### src/rtl/lcd_seq_ctrl.sv
// LCD sequencing controller: one-shot panel init after reset, then serves
// queued draw requests as a position phase followed by a pixel-data phase.
// A per-phase watchdog traps hung engines in ERROR until software re-init.
module lcd_seq_ctrl #(
  parameter int unsigned ADDR_W  = 8,
  parameter int unsigned DEPTH   = 4,
  parameter int unsigned TMO_W   = 16,
  parameter int unsigned TMO_CYC = 50000
) (
  input  logic              clk,
  input  logic              rstn,
  input  logic              req_valid,
  output logic              req_ready,
  input  logic [ADDR_W-1:0] req_begin,
  input  logic [ADDR_W-1:0] req_end,
  output logic              req_drop,
  input  logic              reinit,
  input  logic              ini_finish,
  input  logic              pos_finish,
  input  logic              run_finish,
  output logic              ini_en,
  output logic              pos_en,
  output logic              data_en,
  output logic              lcd_mode,
  output logic              sel,
  output logic [ADDR_W-1:0] run_addr_begin,
  output logic [ADDR_W-1:0] run_addr_end,
  output logic              frame_done,
  output logic              busy,
  output logic              err,
  output logic [1:0]        err_phase
);

  localparam int unsigned PW = (DEPTH > 1) ? $clog2(DEPTH) : 1;

  typedef enum logic [2:0] {
    S_IDLE, S_INI, S_WAIT_REQ, S_POS, S_RUN, S_ERROR
  } state_t;

  state_t            r_state, w_next;
  logic [ADDR_W-1:0] r_mem_b [DEPTH];
  logic [ADDR_W-1:0] r_mem_e [DEPTH];
  logic [PW-1:0]     r_wr, r_rd;
  logic [PW:0]       r_count, w_count_nxt;
  logic [TMO_W-1:0]  r_wd;
  logic              w_tmo, w_pop, w_push, w_flush, w_accept, w_bad;

  assign req_ready = (r_count != (PW+1)'(DEPTH));
  assign w_accept  = req_valid && req_ready;
  assign w_bad     = req_begin > req_end;
  assign w_tmo     = (r_wd == TMO_W'(TMO_CYC - 1));

  // Next-state decode; a phase finish always takes priority over the watchdog.
  always_comb begin
    w_next = r_state;
    w_pop  = 1'b0;
    case (r_state)
      S_IDLE:     w_next = S_INI;
      S_INI:      if (ini_finish) w_next = S_WAIT_REQ;
                  else if (w_tmo) w_next = S_ERROR;
      S_WAIT_REQ: if (reinit) w_next = S_IDLE;
                  else if (r_count != '0) begin
                    w_next = S_POS;
                    w_pop  = 1'b1;
                  end
      S_POS:      if (pos_finish) w_next = S_RUN;
                  else if (w_tmo) w_next = S_ERROR;
      S_RUN:      if (run_finish) w_next = S_WAIT_REQ;
                  else if (w_tmo) w_next = S_ERROR;
      S_ERROR:    if (reinit) w_next = S_IDLE;
      default:    w_next = S_IDLE;
    endcase
  end

  // FIFO bookkeeping; the flush covers re-init and the whole ERROR residency.
  always_comb begin
    w_flush     = (w_next == S_ERROR) || (r_state == S_ERROR) ||
                  (r_state == S_WAIT_REQ && reinit);
    w_push      = w_accept && !w_bad && !w_flush;
    w_count_nxt = w_flush ? '0
                : r_count + (PW+1)'(w_push) - (PW+1)'(w_pop);
  end

  // State register and watchdog (cleared on every state entry).
  always_ff @(posedge clk or negedge rstn) begin
    if (!rstn) begin
      r_state <= S_IDLE;
      r_wd    <= '0;
    end else begin
      r_state <= w_next;
      if (w_next != r_state)
        r_wd <= '0;
      else if (r_state == S_INI || r_state == S_POS || r_state == S_RUN)
        r_wd <= r_wd + 1'b1;
    end
  end

  // FIFO pointers and occupancy.
  always_ff @(posedge clk or negedge rstn) begin
    if (!rstn) begin
      r_wr    <= '0;
      r_rd    <= '0;
      r_count <= '0;
    end else begin
      r_count <= w_count_nxt;
      if (w_flush) begin
        r_wr <= '0;
        r_rd <= '0;
      end else begin
        if (w_push) r_wr <= (r_wr == PW'(DEPTH - 1)) ? '0 : r_wr + 1'b1;
        if (w_pop)  r_rd <= (r_rd == PW'(DEPTH - 1)) ? '0 : r_rd + 1'b1;
      end
    end
  end

  // FIFO storage.
  always_ff @(posedge clk) begin
    if (w_push) begin
      r_mem_b[r_wr] <= req_begin;
      r_mem_e[r_wr] <= req_end;
    end
  end

  // Registered outputs decoded from the upcoming state.
  always_ff @(posedge clk or negedge rstn) begin
    if (!rstn) begin
      ini_en         <= 1'b0;
      pos_en         <= 1'b0;
      data_en        <= 1'b0;
      lcd_mode       <= 1'b0;
      sel            <= 1'b1;
      run_addr_begin <= '0;
      run_addr_end   <= '0;
      frame_done     <= 1'b0;
      req_drop       <= 1'b0;
      busy           <= 1'b1;  // IDLE is a busy state
      err            <= 1'b0;
      err_phase      <= 2'b00;
    end else begin
      ini_en     <= (w_next == S_INI);
      pos_en     <= (w_next == S_POS);
      data_en    <= (w_next == S_RUN);
      lcd_mode   <= (w_next == S_WAIT_REQ) || (w_next == S_POS) || (w_next == S_RUN);
      sel        <= (w_next != S_RUN);
      frame_done <= (r_state == S_RUN) && run_finish;
      req_drop   <= w_accept && w_bad;
      busy       <= !((w_next == S_WAIT_REQ) && (w_count_nxt == '0));
      err        <= (w_next == S_ERROR);
      if (w_next != S_ERROR)
        err_phase <= 2'b00;
      else if (r_state == S_INI)
        err_phase <= 2'b01;
      else if (r_state == S_POS)
        err_phase <= 2'b10;
      else if (r_state == S_RUN)
        err_phase <= 2'b11;
      if (w_pop) begin
        run_addr_begin <= r_mem_b[r_rd];
        run_addr_end   <= r_mem_e[r_rd];
      end
    end
  end

endmodule

### config.mk
export PLATFORM = sky130hd
export DESIGN_NAME = lcd_seq_ctrl
export DESIGN_NICKNAME = d
export VERILOG_FILES = /design/src/rtl/lcd_seq_ctrl.sv
export SDC_FILE = /design/constraint.sdc
export NUM_CORES = 1
export LEC_CHECK = 0
export CORE_MARGIN = 8
export CORE_UTILIZATION = 45
export DETAILED_ROUTE_END_ITERATION = 8
export PLACE_DENSITY_LB_ADDON = 0.2
export SETUP_SLACK_MARGIN = 0.05
export SLEW_MARGIN = 20
export SYNTH_ARGS = -nofsm -noshare
export SYNTH_HDL_FRONTEND = slang
export SYNTH_SLANG_ARGS = --single-unit
### constraint.sdc
create_clock -name clk -period 4.3 [get_ports clk]
set_input_delay 0.86 -clock clk [delete_from_list [all_inputs] [get_ports clk]]
set_output_delay 0.86 -clock clk [all_outputs]
set_load 0.01 [all_outputs]
==> reports/results.tsv, run 1 <==
metric	value	unit
status	completed	
core box area	11300	sq um
Min Hold Slack	0.459	ns
# IOs	51	
Hold Violations, Final	0	
initial antenna violation count	0	
number of post-CTS setup repair buffers	0	
Avg Inst Size Synth	14.8	sq um
starting DRC count in detailed routing	186	
pin count of the biggest net entering global routing	30	
Max H-tree Level	4	
crit path time final	3.93	ns
# diodes	0	
worst slack, placed	-0.0359	ns
critical path class	input port to register	
number of buffers created by CTS	17	
max-cap viol count	0	
vertical die dimension	123	um
most used cell, CP	ha_1	
IO buf count	50	
Worst Tran Pin Value	0.863	ns
vias in the first global route	3308	
Critical Path Sink Type	register	
placed wire-length estimate	7.12	mm
Filler cells	914	
DRT Pass-1 Iters	4	
Root Buffer	clkbuf_16	
Site Rows	39	
Design Area, Final	6550	sq um
CP Data Required Time	4.62	ns
first-pass GRT wire length	17.3	mm
Reg2Reg Setup Slack	0.72	ns
TNS Setup	0	ns
arrival time at the worst endpoint	4.26	ns
Hold-fix buffers, CTS	0	
Setup crit start kind	input port	
Clock transition at path regs	0.05	ns
latest clock arrival within the worst-skew pair	0.41	ns
GPL Wtd Cong	0.833	
GRT overflow	0	
Hold Path Class	input port to async pin	
routed len/inst	17.7	um
Post-DP Area	5990	sq um
most frequent cells in the layout	64 x edfxtp_1, 51 x dfrtp_1, 49 x clkdlybuf4s50_1, 25 x buf_4, 24 x nor2_1	
Die ar.	15200	sq um
CP max stage delay	0.55	ns
commonest non-fill, non-tap cell in the layout	edfxtp_1	
max-slew violations	0	
Max Clk Rate	0.254	GHz
Area Growth Syn to Fin	26.2	%
worst setup margin	0.368	ns
Post-route DRC	0	
number of synthesized flops with an enable pin	64	
Sequential cell area	3250	sq um
Setup violations, final	0	
Final ANT Viol Nets	0	
total track usage	15.3	%
routed wire length	10.5	mm
Synth top area share	37.0	%
register area share after synthesis	62.6	%
fraction of registers with async set/reset	45.3	%
fraction of layout cells with a size suffix above 1	22.4	%
post-CTS resize count	0	
slew margin rel.	42.4	%
synthesized instance count	352	
power per cell area	631	nW/um^2
Mapped Area	5190	sq um
ys flop type	edfxtp_1	
area leader, netlist	edfxtp_1	
VDD IR-drop max	0.000335	V
worst-case clock buffer depth	2	
RSZ-0062 raised after global routing	no	
CTS Sinks	117	
Initial Utilization	45.9	%
period utilization	91.4	%
Clock Skew	0.00890	ns
multi-input logic area	1810	sq um
Syn Nets	392	
post-synth cell types	57	
number of synthesized register bits	117	
CTS tree	yes	
crit-path max FO	5	
die width	123	um
Crit-path slowest cell	clkdlybuf4s50_1	
nets@finish	474	
P_leak	0.00249	uW
leading cell types by total area after synthesis	edfxtp_1 37%, dfrtp_1 25%, mux4_2 6.9%	
Yosys warning count	0	
critical-path cell list	clkdlybuf4s50_1 > inv_1 > ha_1 > nor2b_1 > o211ai_1 > a211o_1 > nand3_1 > or3_1 > ha_1 > inv_1 > ha_1 > fa_1 > xnor2_1 > a21oi_1 > or3_1	
via count	3149	
vias per cell	5.34	
==> worst paths after layout <==
kind / startpoint / end / cells past startpoint
min in group clk: run_addr_end[0] / run_addr_end[0] / 1
min: rstn / req_drop / 1
max reg2reg: r_count[1] / busy / 13
min reg2reg: run_addr_end[0] / run_addr_end[0] / 1
max: req_end[1] / busy / 15
max in group asynchronous: rstn / sel / 2
==> through the flow <==
step,util (%),total power [uW],instances
after floorplan,-,2360,352
after global placement,52.9,2820,558
after detailed placement,52.9,2850,558
after CTS,57.9,4190,590
after global routing,57.9,4370,590
final,57.9,4140,590
==> Yosys cell counts, drive strengths merged (3+ instances only) <==
master and number:
inv 19, and4 3, mux2 17, xor2 7
o21ai 6, xnor2 10, mux4 16, nand4 5
nor4b 6, nor2 24, nand2b 3, a211oi 5
buf 10, edfxtp 64, nand3 9, and3 6
nand2 15, a21oi 9, ha 16, dfrtp 51
mux2i 4, nor3 12
==> critical path: cells and delay by family <==
family          cells  cell delay, ns
compound gates      3            0.48
xor+xnor            1            0.21
fa+ha+maj           4            1.12
buf+inv             3            0.66
simple gates        4            0.92
==> registers in the layout, indices dropped and copies added (netlist names) <==
register,flops
r_state,3
sel,1
req_drop,1
r_count,3
busy,1
frame_done,1
r_mem_e,32
run_addr_begin,8
data_en,1
r_rd,2
r_wr,2
err,1
run_addr_end,8
ini_en,1
pos_en,1
r_mem_b,32
r_wd,16
err_phase,2
lcd_mode,1
==> kinds of logic after synthesis <==
logic type               after synthesis  synth area share [%]
flip-flops                           117                  62.6
AND/OR/NAND/NOR                      100                  11.3
multiplexers                          37                  11.4
AO/OA/AOI/OAI                         33                  4.72
buffers and inverters                 31                  2.87
XOR/XNOR                              17                  2.87
adder cells (fa/ha/maj)               17                  4.24
==> area by class of cell <==
class                   instances  area share, %
clock buffers                  23           6.99
clock inverters                 9           1.58
inverters                      19           1.09
multi-input cells             204           27.6
flip-flops and latches        117           49.6
well taps                     143           2.73
repair buffers                 75           10.4
==> routing by layer <==
| layer | GRT usage, % | share of wire, % | up-vias |
|---|---|---|---|
| li1 | - | - | 1487 |
| met1 | 18.9 | 44 | 1584 |
| met2 | 23.6 | 49 | 65 |
| met3 | 5.48 | 5.2 | 13 |
| met4 | 6.92 | 1.7 | 0 |
| met5 | 0 | 0 | - |
==> report_power, final <==
part	switching (uW)	internal (uW)
Sequential	139	1410
Clock	464	862
Combinational	607	652
Total	1210	2930
No activity file was read; power rests on OpenSTA's default activity.
==> run 2: changes to the inputs <==
- CORE_UTILIZATION: 45 -> 55
==> run 2 against run 1 <==
Highest routed layer unchanged. Clock skew fell by 0.00080 ns. Maximum frequency rose by 1.9%. Total power shrank 1.4%. Largest power group unchanged. Combinational power barely moved. Critical path type unchanged. Critical path depth did not move. Sequential power is essentially flat. Die area is 16% lower. Sequential cell count is the same. First-iteration DRC count grew 18%. Utilization increased by 12 points. Worst hold slack improved by 0.0018 ns. Final area decreased by 1.4%.
==> reports/results.tsv, run 2 (synthesis results as in run 1) <==
metric	value	unit
Setup violations, final	0	
Root Buffer	clkbuf_8	
beginning of the critical path	req_end[1]	
slew margin rel.	43.7	%
GPL Wtd Cong	0.836	
Setup crit start kind	input port	
CP Data Required Time	4.73	ns
Final Non-Filler Cells	553	
Clock Skew	0.00810	ns
Clock transition at path regs	0.06	ns
power per cell area	631	nW/um^2
IO buf count	50	
worst-case clock buffer depth	2	
nets@finish	469	
RSZ-0062 raised after global routing	no	
Worst R2R End	busy	
Logic pwr share	30.4	%
Die ar.	12800	sq um
Worst setup endpoint	busy	
CTS tree	yes	
critical path class	input port to register	
GRT overflow	0	
routed len/inst	18.8	um
P_leak	0.00246	uW
top layer in use	met4	
# IOs	51	
Reg2Reg Setup Slack	0.65	ns
clock network power share	31.5	%
Pwr Total	4080	uW
starting DRC count in detailed routing	219	
sequential power share	38.0	%
Max Clk Rate	0.259	GHz
Post-route DRC	0	
switch share	30.7	%
number of post-CTS setup repair buffers	0	
VDD IR-drop max	0.000427	V
pin count of the biggest net entering global routing	54	
Critical Path Sink Type	register	
Hold-fix buffers, CTS	0	
Initial Utilization	56.5	%
largest registers	r_mem_b (32), r_mem_e (32), r_wd (16)	
fraction of layout cells with a size suffix above 1	22.6	%
Area Growth Syn to Fin	24.4	%
FF-to-FF path depth	13	
crit path time final	3.86	ns
Worst Tran Pin Value	0.845	ns
Hold Path Class	input port to async pin	
Met1 Wirelength	4.69	mm
period utilization	89.8	%
crit-path max FO	5	
die width	113	um
vias in the first global route	3282	
Filler cells	599	
most frequent cells in the layout	64 x edfxtp_1, 51 x dfrtp_1, 49 x clkdlybuf4s50_1, 24 x nor2_1, 20 x buf_4	
first-pass GRT wire length	16.9	mm
met2 routed WL	5.02	mm
Site Rows	35	
routed wire length	10.4	mm
r2r startpoint	r_count[1]	
vertical die dimension	113	um
status	completed	
max-cap viol count	0	
placed wire-length estimate	6.53	mm
commonest non-fill, non-tap cell in the layout	edfxtp_1	
Max H-tree Level	4	
DRT Pass-1 Iters	4	
vias per cell	5.70	
Final ANT Viol Nets	0	
core box area	9200	sq um
Hold Violations, Final	0	
max-slew violations	0	
via count	3151	
number of buffers created by CTS	17	
CTS Sinks	117	
initial antenna violation count	0	
# diodes	0	
arrival time at the worst endpoint	4.29	ns
total track usage	17.2	%
latest clock arrival within the worst-skew pair	0.51	ns
internal power	2830	uW
Cells after DPL	521	
Net Switching	1250	uW
post-CTS resize count	0	
DR WL met3	549	um
[run 2: cell types whose count changed in the layout (fill, tap and decap cells not counted), sizes merged]
| cell | delta |
|---|---|
| buf | -5 |
| inv | +2 |
| clkinvlp | +1 |
| bufinv | -1 |
| clkbuf | -5 |
| clkinv | +3 |
[run 2: stage by stage]
| step | setup TNS, ns | instance area (sq um) | util, % | setup slack [ns] | hold WS, ns |
|---|---|---|---|---|---|
| final | 0 | 6460 | 70.3 | 0.440 | 0.460 |
| after global routing | 0 | 6460 | 70.3 | 0.224 | 0.520 |
| after CTS | 0 | 6460 | 70.3 | 0.455 | 0.493 |
| after detailed placement | -0.0733 | 5910 | 64.3 | -0.0733 | 0.495 |
| after global placement | 0 | 5910 | 64.3 | 0.0669 | 0.488 |
| after floorplan | 0 | 5190 | - | 0.0831 | 0.497 |
[run 2: routing by layer]
metal / GRT usage, % / vias up
li1: - / 1485
met1: 22.1 / 1576
met2: 26.8 / 77
met3: 5.59 / 13
met4: 5.86 / 0
met5: 0 / -
[run 2: cell type report]
| type | instances | area (sq um) | area share, % |
|---|---|---|---|
| clock inverter | 14 | 130 | 2.01 |
| clock buffer | 18 | 418 | 6.47 |
| inverter | 19 | 71.3 | 1.10 |
| timing repair buffer | 70 | 646 | 9.99 |
| multi-input combinational | 204 | 1810 | 28.0 |
| sequential | 117 | 3250 | 50.3 |
| tap | 111 | 139 | 2.15 |
[run 2: worst min-delay path by stage]
stage / start / to / slack (ns) / cells past startpoint
2_1_floorplan: r_wd[15] / r_wd[15] / 0.50 / 2
5_1_grt: rstn / run_addr_begin[7] / 0.52 / 2
3_5_place_dp: run_addr_end[6] / run_addr_end[6] / 0.49 / 1
4_1_cts: rstn / run_addr_begin[7] / 0.49 / 2
3_3_place_gp: run_addr_end[7] / run_addr_end[7] / 0.49 / 1
6_report: rstn / run_addr_begin[7] / 0.46 / 2
[run 2: critical path, cell delays in order]
cell and delay [ns]:
clkdlybuf4s50_1 0.55, inv_1 0.07, ha_1 0.31, nor2b_1 0.15, o211ai_1 0.21, a211o_1 0.18
nand3_1 0.11, or3_1 0.38, ha_1 0.28, inv_1 0.04, ha_1 0.18, fa_1 0.39
xnor2_1 0.22, a21oi_1 0.08, or3_1 0.30
[run 2: power by group through the flow]
stage / registers, uW / logic, uW / clock network [uW]
2_1_floorplan: 1570 / 788 / 0
3_3_place_gp: 1560 / 1220 / 0
3_5_place_dp: 1570 / 1240 / 0
4_1_cts: 1550 / 1260 / 1300
5_1_grt: 1580 / 1360 / 1360
6_report: 1550 / 1240 / 1290
==> run 3: changes to the inputs <==
- SLEW_MARGIN: 20 -> unset
==> results of run 3 <==
No change in the layout: final DEF, timing and power equal those of run 2.
